--- src/rtl/fp_mult_param.sv ---
// Parameterised floating-point multiplier: multi-cycle FSM with round-to-nearest-even,
// flush-to-zero of subnormals and IEEE-style special-case handling.
module fp_mult_param #(
  parameter int EXP_W = 5,
  parameter int MAN_W = 10
) (
  input  logic                   clk,
  input  logic                   n_rst,
  input  logic                   in_valid,
  output logic                   in_ready,
  input  logic [EXP_W+MAN_W:0]   a,
  input  logic [EXP_W+MAN_W:0]   b,
  output logic                   out_valid,
  input  logic                   out_ready,
  output logic [EXP_W+MAN_W:0]   result,
  output logic [3:0]             flags
);

  localparam int W    = 1 + EXP_W + MAN_W;
  localparam int BIAS = (1 << (EXP_W - 1)) - 1;
  localparam int PW   = 2 * (MAN_W + 1);
  localparam int XW   = EXP_W + 2;

  localparam logic [XW-1:0] BIAS_X = XW'(BIAS);
  localparam logic [XW-1:0] EMAX_X = XW'((1 << EXP_W) - 1);
  localparam logic [XW-1:0] ONE_X  = XW'(1);
  localparam logic [W-1:0]  QNAN   = {1'b0, {EXP_W{1'b1}}, 1'b1, {(MAN_W-1){1'b0}}};

  typedef enum logic [2:0] {
    IDLE  = 3'd0,
    MULT  = 3'd1,
    NORM  = 3'd2,
    ROUND = 3'd3,
    DONE  = 3'd4
  } state_t;

  typedef enum logic [2:0] {
    K_NORMAL  = 3'd0,
    K_QNAN    = 3'd1,
    K_INVALID = 3'd2,
    K_INF     = 3'd3,
    K_ZERO    = 3'd4
  } kind_t;

  state_t             r_state;
  state_t             w_state_nxt;
  logic               r_in_ready;
  logic               r_out_valid;
  logic [W-1:0]       r_a;
  logic [W-1:0]       r_b;
  logic [PW-1:0]      r_prod;
  logic [XW-1:0]      r_exp;
  logic               r_sign;
  kind_t              r_kind;
  logic [MAN_W-1:0]   r_man;
  logic               r_guard;
  logic               r_rnd;
  logic               r_sticky;
  logic [W-1:0]       r_result;
  logic [3:0]         r_flags;

  logic [EXP_W-1:0]   w_exp_a;
  logic [EXP_W-1:0]   w_exp_b;
  logic [MAN_W-1:0]   w_man_a;
  logic [MAN_W-1:0]   w_man_b;
  logic               w_nan_a;
  logic               w_nan_b;
  logic               w_inf_a;
  logic               w_inf_b;
  logic               w_zero_a;
  logic               w_zero_b;
  kind_t              w_kind;
  logic               w_sign;
  logic [PW-1:0]      w_prod;
  logic [XW-1:0]      w_exp_sum;

  logic [MAN_W-1:0]   w_man_n;
  logic               w_guard_n;
  logic               w_rnd_n;
  logic               w_sticky_n;
  logic [XW-1:0]      w_exp_n;

  logic               w_round_up;
  logic [MAN_W:0]     w_man_inc;
  logic [MAN_W-1:0]   w_man_r;
  logic [XW-1:0]      w_exp_r;
  logic               w_inexact;
  logic [W-1:0]       w_result_r;
  logic [3:0]         w_flags_r;

  assign w_exp_a  = r_a[W-2:MAN_W];
  assign w_exp_b  = r_b[W-2:MAN_W];
  assign w_man_a  = r_a[MAN_W-1:0];
  assign w_man_b  = r_b[MAN_W-1:0];
  // Subnormal operands (exp == 0) are classified as zero.
  assign w_nan_a  = (&w_exp_a) & (|w_man_a);
  assign w_nan_b  = (&w_exp_b) & (|w_man_b);
  assign w_inf_a  = (&w_exp_a) & ~(|w_man_a);
  assign w_inf_b  = (&w_exp_b) & ~(|w_man_b);
  assign w_zero_a = ~(|w_exp_a);
  assign w_zero_b = ~(|w_exp_b);
  assign w_sign   = r_a[W-1] ^ r_b[W-1];

  assign w_prod    = PW'({1'b1, w_man_a}) * PW'({1'b1, w_man_b});
  assign w_exp_sum = {2'b00, w_exp_a} + {2'b00, w_exp_b} - BIAS_X;

  // Special-case classification in precedence order.
  always_comb begin
    w_kind = K_NORMAL;
    if (w_nan_a | w_nan_b) begin
      w_kind = K_QNAN;
    end else if ((w_inf_a & w_zero_b) | (w_zero_a & w_inf_b)) begin
      w_kind = K_INVALID;
    end else if (w_inf_a | w_inf_b) begin
      w_kind = K_INF;
    end else if (w_zero_a | w_zero_b) begin
      w_kind = K_ZERO;
    end else begin
      w_kind = K_NORMAL;
    end
  end

  // Normalisation: select mantissa, guard, round and sticky from the product.
  always_comb begin
    w_man_n    = r_prod[PW-3:MAN_W];
    w_guard_n  = r_prod[MAN_W-1];
    w_rnd_n    = r_prod[MAN_W-2];
    w_sticky_n = |r_prod[MAN_W-3:0];
    w_exp_n    = r_exp;
    if (r_prod[PW-1]) begin
      w_man_n    = r_prod[PW-2:MAN_W+1];
      w_guard_n  = r_prod[MAN_W];
      w_rnd_n    = r_prod[MAN_W-1];
      w_sticky_n = |r_prod[MAN_W-2:0];
      w_exp_n    = r_exp + ONE_X;
    end else begin
      w_exp_n    = r_exp;
    end
  end

  assign w_round_up = r_guard & (r_rnd | r_sticky | r_man[0]);
  assign w_man_inc  = {1'b0, r_man} + {{MAN_W{1'b0}}, w_round_up};
  assign w_inexact  = r_guard | r_rnd | r_sticky;

  // Rounding, renormalisation on carry-out, range checks and final result selection.
  always_comb begin
    w_man_r    = w_man_inc[MAN_W-1:0];
    w_exp_r    = r_exp;
    w_result_r = {W{1'b0}};
    w_flags_r  = 4'b0000;
    if (w_man_inc[MAN_W]) begin
      w_man_r = {MAN_W{1'b0}};
      w_exp_r = r_exp + ONE_X;
    end else begin
      w_man_r = w_man_inc[MAN_W-1:0];
      w_exp_r = r_exp;
    end
    case (r_kind)
      K_QNAN: begin
        w_result_r = QNAN;
        w_flags_r  = 4'b0000;
      end
      K_INVALID: begin
        w_result_r = QNAN;
        w_flags_r  = 4'b1000;
      end
      K_INF: begin
        w_result_r = {r_sign, {EXP_W{1'b1}}, {MAN_W{1'b0}}};
        w_flags_r  = 4'b0000;
      end
      K_ZERO: begin
        w_result_r = {r_sign, {(W-1){1'b0}}};
        w_flags_r  = 4'b0000;
      end
      K_NORMAL: begin
        if ($signed(w_exp_r) >= $signed(EMAX_X)) begin
          w_result_r = {r_sign, {EXP_W{1'b1}}, {MAN_W{1'b0}}};
          w_flags_r  = 4'b0101;
        end else if ($signed(w_exp_r) <= $signed({XW{1'b0}})) begin
          w_result_r = {r_sign, {(W-1){1'b0}}};
          w_flags_r  = 4'b0011;
        end else begin
          w_result_r = {r_sign, w_exp_r[EXP_W-1:0], w_man_r};
          w_flags_r  = {3'b000, w_inexact};
        end
      end
      default: begin
        w_result_r = {W{1'b0}};
        w_flags_r  = 4'b0000;
      end
    endcase
  end

  // Next-state logic: fixed four-cycle pipeline walk, handshakes only at IDLE and DONE.
  always_comb begin
    w_state_nxt = r_state;
    case (r_state)
      IDLE: begin
        if (in_valid) begin
          w_state_nxt = MULT;
        end else begin
          w_state_nxt = IDLE;
        end
      end
      MULT:  w_state_nxt = NORM;
      NORM:  w_state_nxt = ROUND;
      ROUND: w_state_nxt = DONE;
      DONE: begin
        if (out_ready) begin
          w_state_nxt = IDLE;
        end else begin
          w_state_nxt = DONE;
        end
      end
      default: w_state_nxt = IDLE;
    endcase
  end

  // State register with registered handshake outputs.
  always_ff @(posedge clk or negedge n_rst) begin
    if (!n_rst) begin
      r_state     <= IDLE;
      r_in_ready  <= 1'b1;
      r_out_valid <= 1'b0;
    end else begin
      r_state     <= w_state_nxt;
      r_in_ready  <= (w_state_nxt == IDLE);
      r_out_valid <= (w_state_nxt == DONE);
    end
  end

  // Datapath registers, each stage loaded only in its own state.
  always_ff @(posedge clk or negedge n_rst) begin
    if (!n_rst) begin
      r_a      <= {W{1'b0}};
      r_b      <= {W{1'b0}};
      r_prod   <= {PW{1'b0}};
      r_exp    <= {XW{1'b0}};
      r_sign   <= 1'b0;
      r_kind   <= K_NORMAL;
      r_man    <= {MAN_W{1'b0}};
      r_guard  <= 1'b0;
      r_rnd    <= 1'b0;
      r_sticky <= 1'b0;
      r_result <= {W{1'b0}};
      r_flags  <= 4'b0000;
    end else begin
      case (r_state)
        IDLE: begin
          if (in_valid) begin
            r_a <= a;
            r_b <= b;
          end
        end
        MULT: begin
          r_prod <= w_prod;
          r_exp  <= w_exp_sum;
          r_sign <= w_sign;
          r_kind <= w_kind;
        end
        NORM: begin
          r_man    <= w_man_n;
          r_guard  <= w_guard_n;
          r_rnd    <= w_rnd_n;
          r_sticky <= w_sticky_n;
          r_exp    <= w_exp_n;
        end
        ROUND: begin
          r_result <= w_result_r;
          r_flags  <= w_flags_r;
        end
        DONE: begin
          r_result <= r_result;
        end
        default: begin
          r_result <= r_result;
        end
      endcase
    end
  end

  assign in_ready  = r_in_ready;
  assign out_valid = r_out_valid;
  assign result    = r_result;
  assign flags     = r_flags;

endmodule

--- config.mk ---
export PLATFORM = sky130hd
export DESIGN_NAME = fp_mult_param
export DESIGN_NICKNAME = d
export VERILOG_FILES = /design/src/rtl/fp_mult_param.sv
export SDC_FILE = /design/constraint.sdc
export NUM_CORES = 1
export LEC_CHECK = 0
export CORE_AREA = 2 2 152 154
export DETAILED_ROUTE_END_ITERATION = 7
export DIE_AREA = 0 0 154 156
export SYNTH_ARGS = -nofsm -noshare
export SYNTH_HDL_FRONTEND = slang
export SYNTH_SLANG_ARGS = --single-unit
--- constraint.sdc ---
create_clock -name clk -period 5.6 [get_ports clk]
set_input_delay 1.12 -clock clk [delete_from_list [all_inputs] [get_ports clk]]
set_output_delay 1.12 -clock clk [all_outputs]
set_load 0.01 [all_outputs]
==> run summary <==
The flow ran to the end, and the final reports show no timing, DRC or antenna violations. After layout, the worst path uses 94.9% of the clock period. The actual transition at the worst max-transition pin was 901 ps.

Count of nets left with antenna violations after detail routing: 0. Max-cap violations in this run came to 0. The share of the Yosys chip area taken by registers is 29.4%. For the worst-skew pair, the clock arrives at the later sink with an insertion delay of 370 ps.

The startpoint identified for the worst hold timing path is result[10]. The maximum fanout along the worst path came out at 5. For hold timing, the worst endpoint is result[10]. When the netlist entered floorplanning its net count stood at 1139. The floorplan has 55 rows.

In this run the tightest slew margin relative to its limit is 39.8%. The startpoint identified for the worst register-to-register timing path is r_b[9]. For this run, asynchronously set or reset flops after synthesis account for 100%.

Dividing the detail-routed wire length by the instance count gives 15.1 µm. The tools report the total routing resource utilization after global routing as 16.8%. The largest total area in the synthesized netlist belongs to sky130_fd_sc_hd__dfrtp_1.

The run gives 952 as the post-synthesis cell count. The final layout contains 1180 nets. Setup violations remaining at the end of the flow were counted as 0. Counting tap cells, the placed design contains a total of 1267 instances.

On the final layout, the worst hold slack is 471 ps. Entering global routing, the biggest net connects 64 pins. The worst hold path passes through 2 cells.

The placed instances occupy a cell area of 9660 µm². Yosys mapped the design onto 59 distinct sky130hd cell types. The count of buffers added on input and output ports is 57. Max-slew violation count: 0.

For this run, the detailed router's first-pass iteration total came to 4. The logs give 9.89 ps for the worst setup skew after layout and 8760 µm² for the synthesized cell area. The die is 154 µm wide. In this run the register-to-register setup slack is 280 ps. The worst setup path is launched from a flip-flop. Sorting the synthesized cells by area gives the leading types as sky130_fd_sc_hd__dfrtp_1, sky130_fd_sc_hd__fa_1, sky130_fd_sc_hd__ha_1, sky130_fd_sc_hd__nand2_1, sky130_fd_sc_hd__inv_1. After layout, the minimum clock period comes to 5320 ps. The maximum count of clock buffers along a single path was 2; the number of flops mapped to enable cells by yosys was 0.

Die boundary height: 156 µm. Capture instance of the worst register-to-register path: r_prod[19]. For the total overflow reported by the global router, the log shows 0. The run gives 0 as the number of antenna violations at the first check in global routing.

For the final routed database, the setup TNS stands at 0 ps. The via count of the first global-routing pass was 6539; the area fraction of the dominant cell type after synthesis was 29.1%. The logs give 0 for the number of remaining DRC errors and 32.7 mm for the first-pass GRT wire length. The area overhead of the layout relative to synthesis was 13.8%; the initial core utilization was 39.2%.

Derived from the worst setup path, the maximum achievable clock frequency is 0.188 GHz. Clock tree synthesis selected as its root buffer the cell sky130_fd_sc_hd__clkbuf_16. The core region is 22400 µm².

After detailed routing, the total wire length is 19.3 mm. The synthesized design contains 103 register bits. The run gives 6395 as the total number of vias. The number of cells on the worst reg-to-reg path is 18.

The predominant post-synthesis flop cell is sky130_fd_sc_hd__dfrtp_1. The critical path is of the reg -> reg type. The logs give 0 for the total number of yosys warnings and 0 for the antenna cell count. The average cell area after synthesis is 9.21 µm², and the final number of hold-violating endpoints is 0. STA puts the critical path data required time at 5860 ps. The number of DRC markers after the initial detailed-route iteration was 218; the total CTS buffers was 9. The clock sink count was 103. The post-route netlist has 7.11% of its cells at a drive strength greater than 1.

After clock tree synthesis, the clock-pin slew on the worst setup and hold paths is 90 ps. The run gives 1283 as the non-filler instance count after layout. The via density per instance works out to 4.98. Setup repair after global routing left no endpoint under its margin. The detailed placer's ending HPWL is 15.3 mm, and the endpoint arrival time on the critical path is 5570 ps. The area enclosed by the die boundary was 24000 µm². 58 I/O pins were placed.

After clock tree synthesis, the flow added hold-fix buffers numbering 0. The tools report the number of H-tree levels as 3. TritonCTS built the clock tree.

The path class of the tightest hold or removal check is reg -> reg. Placer congestion estimate: 0.903. The category of the worst setup path capture point is a flip-flop. The cell area after layout is 9970 µm². The count of filler cells inserted in the layout came out at 2165.
critical path, cell delays in order, from the launching register on:
cell and delay (ps):
sky130_fd_sc_hd__dfrtp_1 380, sky130_fd_sc_hd__inv_1 140, sky130_fd_sc_hd__nor2_1 80, sky130_fd_sc_hd__fa_1 510, sky130_fd_sc_hd__inv_1 60, sky130_fd_sc_hd__fa_1 550
sky130_fd_sc_hd__inv_1 60, sky130_fd_sc_hd__fa_1 510, sky130_fd_sc_hd__fa_1 540, sky130_fd_sc_hd__inv_1 50, sky130_fd_sc_hd__fa_1 520, sky130_fd_sc_hd__inv_1 40
sky130_fd_sc_hd__ha_1 350, sky130_fd_sc_hd__and3_1 230, sky130_fd_sc_hd__a21o_1 210, sky130_fd_sc_hd__a221oi_2 330, sky130_fd_sc_hd__o211ai_1 160, sky130_fd_sc_hd__a21o_1 210
sky130_fd_sc_hd__a221o_1 280
metal layers:
metal	global-route usage, %	vias to the layer above	share of wire (%)
met2	27.7	118	47
met1	22.8	3065	48
li1	-	3186	-
met3	3.06	26	3.2
met5	0	-	0
met4	4.72	0	1.9
how the worst max path moves through the flow:
| stage | startpoint | endpoint | slack (ps) | cells past startpoint |
|---|---|---|---|---|
| 6_report | r_b[9] | r_prod[19] | 280 | 18 |
| 2_1_floorplan | r_b[8] | r_prod[19] | 300 | 18 |
| 3_5_place_dp | r_a[5] | r_prod[19] | 120 | 18 |
| 5_1_grt | r_a[5] | r_prod[18] | 4 | 19 |
| 3_3_place_gp | r_a[5] | r_prod[19] | 200 | 18 |
| 4_1_cts | r_a[5] | r_prod[19] | 120 | 18 |
synth_stat cells (13+ instances only):
cell,count
sky130_fd_sc_hd__mux2i_1,17
sky130_fd_sc_hd__a21oi_1,28
sky130_fd_sc_hd__fa_1,81
sky130_fd_sc_hd__and2_1,39
sky130_fd_sc_hd__xnor2_1,23
sky130_fd_sc_hd__mux2_2,17
sky130_fd_sc_hd__clkbuf_1,42
sky130_fd_sc_hd__o21ai_1,13
sky130_fd_sc_hd__nand2_1,158
sky130_fd_sc_hd__o21ai_0,60
sky130_fd_sc_hd__nor2_1,42
sky130_fd_sc_hd__xor2_1,13
sky130_fd_sc_hd__dfrtp_1,102
sky130_fd_sc_hd__ha_1,70
sky130_fd_sc_hd__nand3_1,13
sky130_fd_sc_hd__inv_1,125
area by class of cell:
type	count	area [µm²]	area share, %
Timing Repair Buffer	75	703	7.05
Sequential cell	103	2590	25.9
Inverter	125	469	4.70
Tap cell	285	357	3.58
Clock buffer	9	225	2.26
Multi-Input combinational cell	679	5560	55.7
Clock inverter	7	76.3	0.765
metrics by stage:
stage	util (%)	setup slack, ps
4_1_cts	44.5	118
2_1_floorplan	-	297
3_5_place_dp	43.2	124
5_1_grt	44.6	3.85
6_report	44.6	285
3_3_place_gp	43.2	196
timing repair:
action                                  in CTS  in global routing
endpoints found under the setup margin       0                  3
hold endpoints to repair                     0                  0
resized for setup                            0                 10
setup buffers                                0                  0
cells in the final DEF (no fill, tap or decap), drive strengths merged, types with 23 or more instances in the layout:
master and count:
nor2 42, dfrtp 102, and2 39, ha 70
fa 81, o21ai 73, a21oi 28, xnor2 23
clkdlybuf4s50 56, inv 131, nand2 158
cell families (layout without fill, tap and decap cells):
family,after synthesis,after routing,share of synthesized area (%)
compound gates,155,155,10.7
mux,34,34,4.13
fa+ha+maj,151,151,28.5
flops,103,103,29.4
simple gates,303,303,16.3
buf+inv,170,216,7.32
xor+xnor,36,36,3.60
state kept, by name, summed over array words and instances, names as in the netlist, 3 cells and up:
register	count
flags	4
r_prod	22
r_man	10
r_b	16
r_exp	7
r_a	16
result	16
r_kind	3
r_state	3
Power is not shown: default switching activity piles up to over one toggle a cycle in this logic, so the estimate is an artifact.
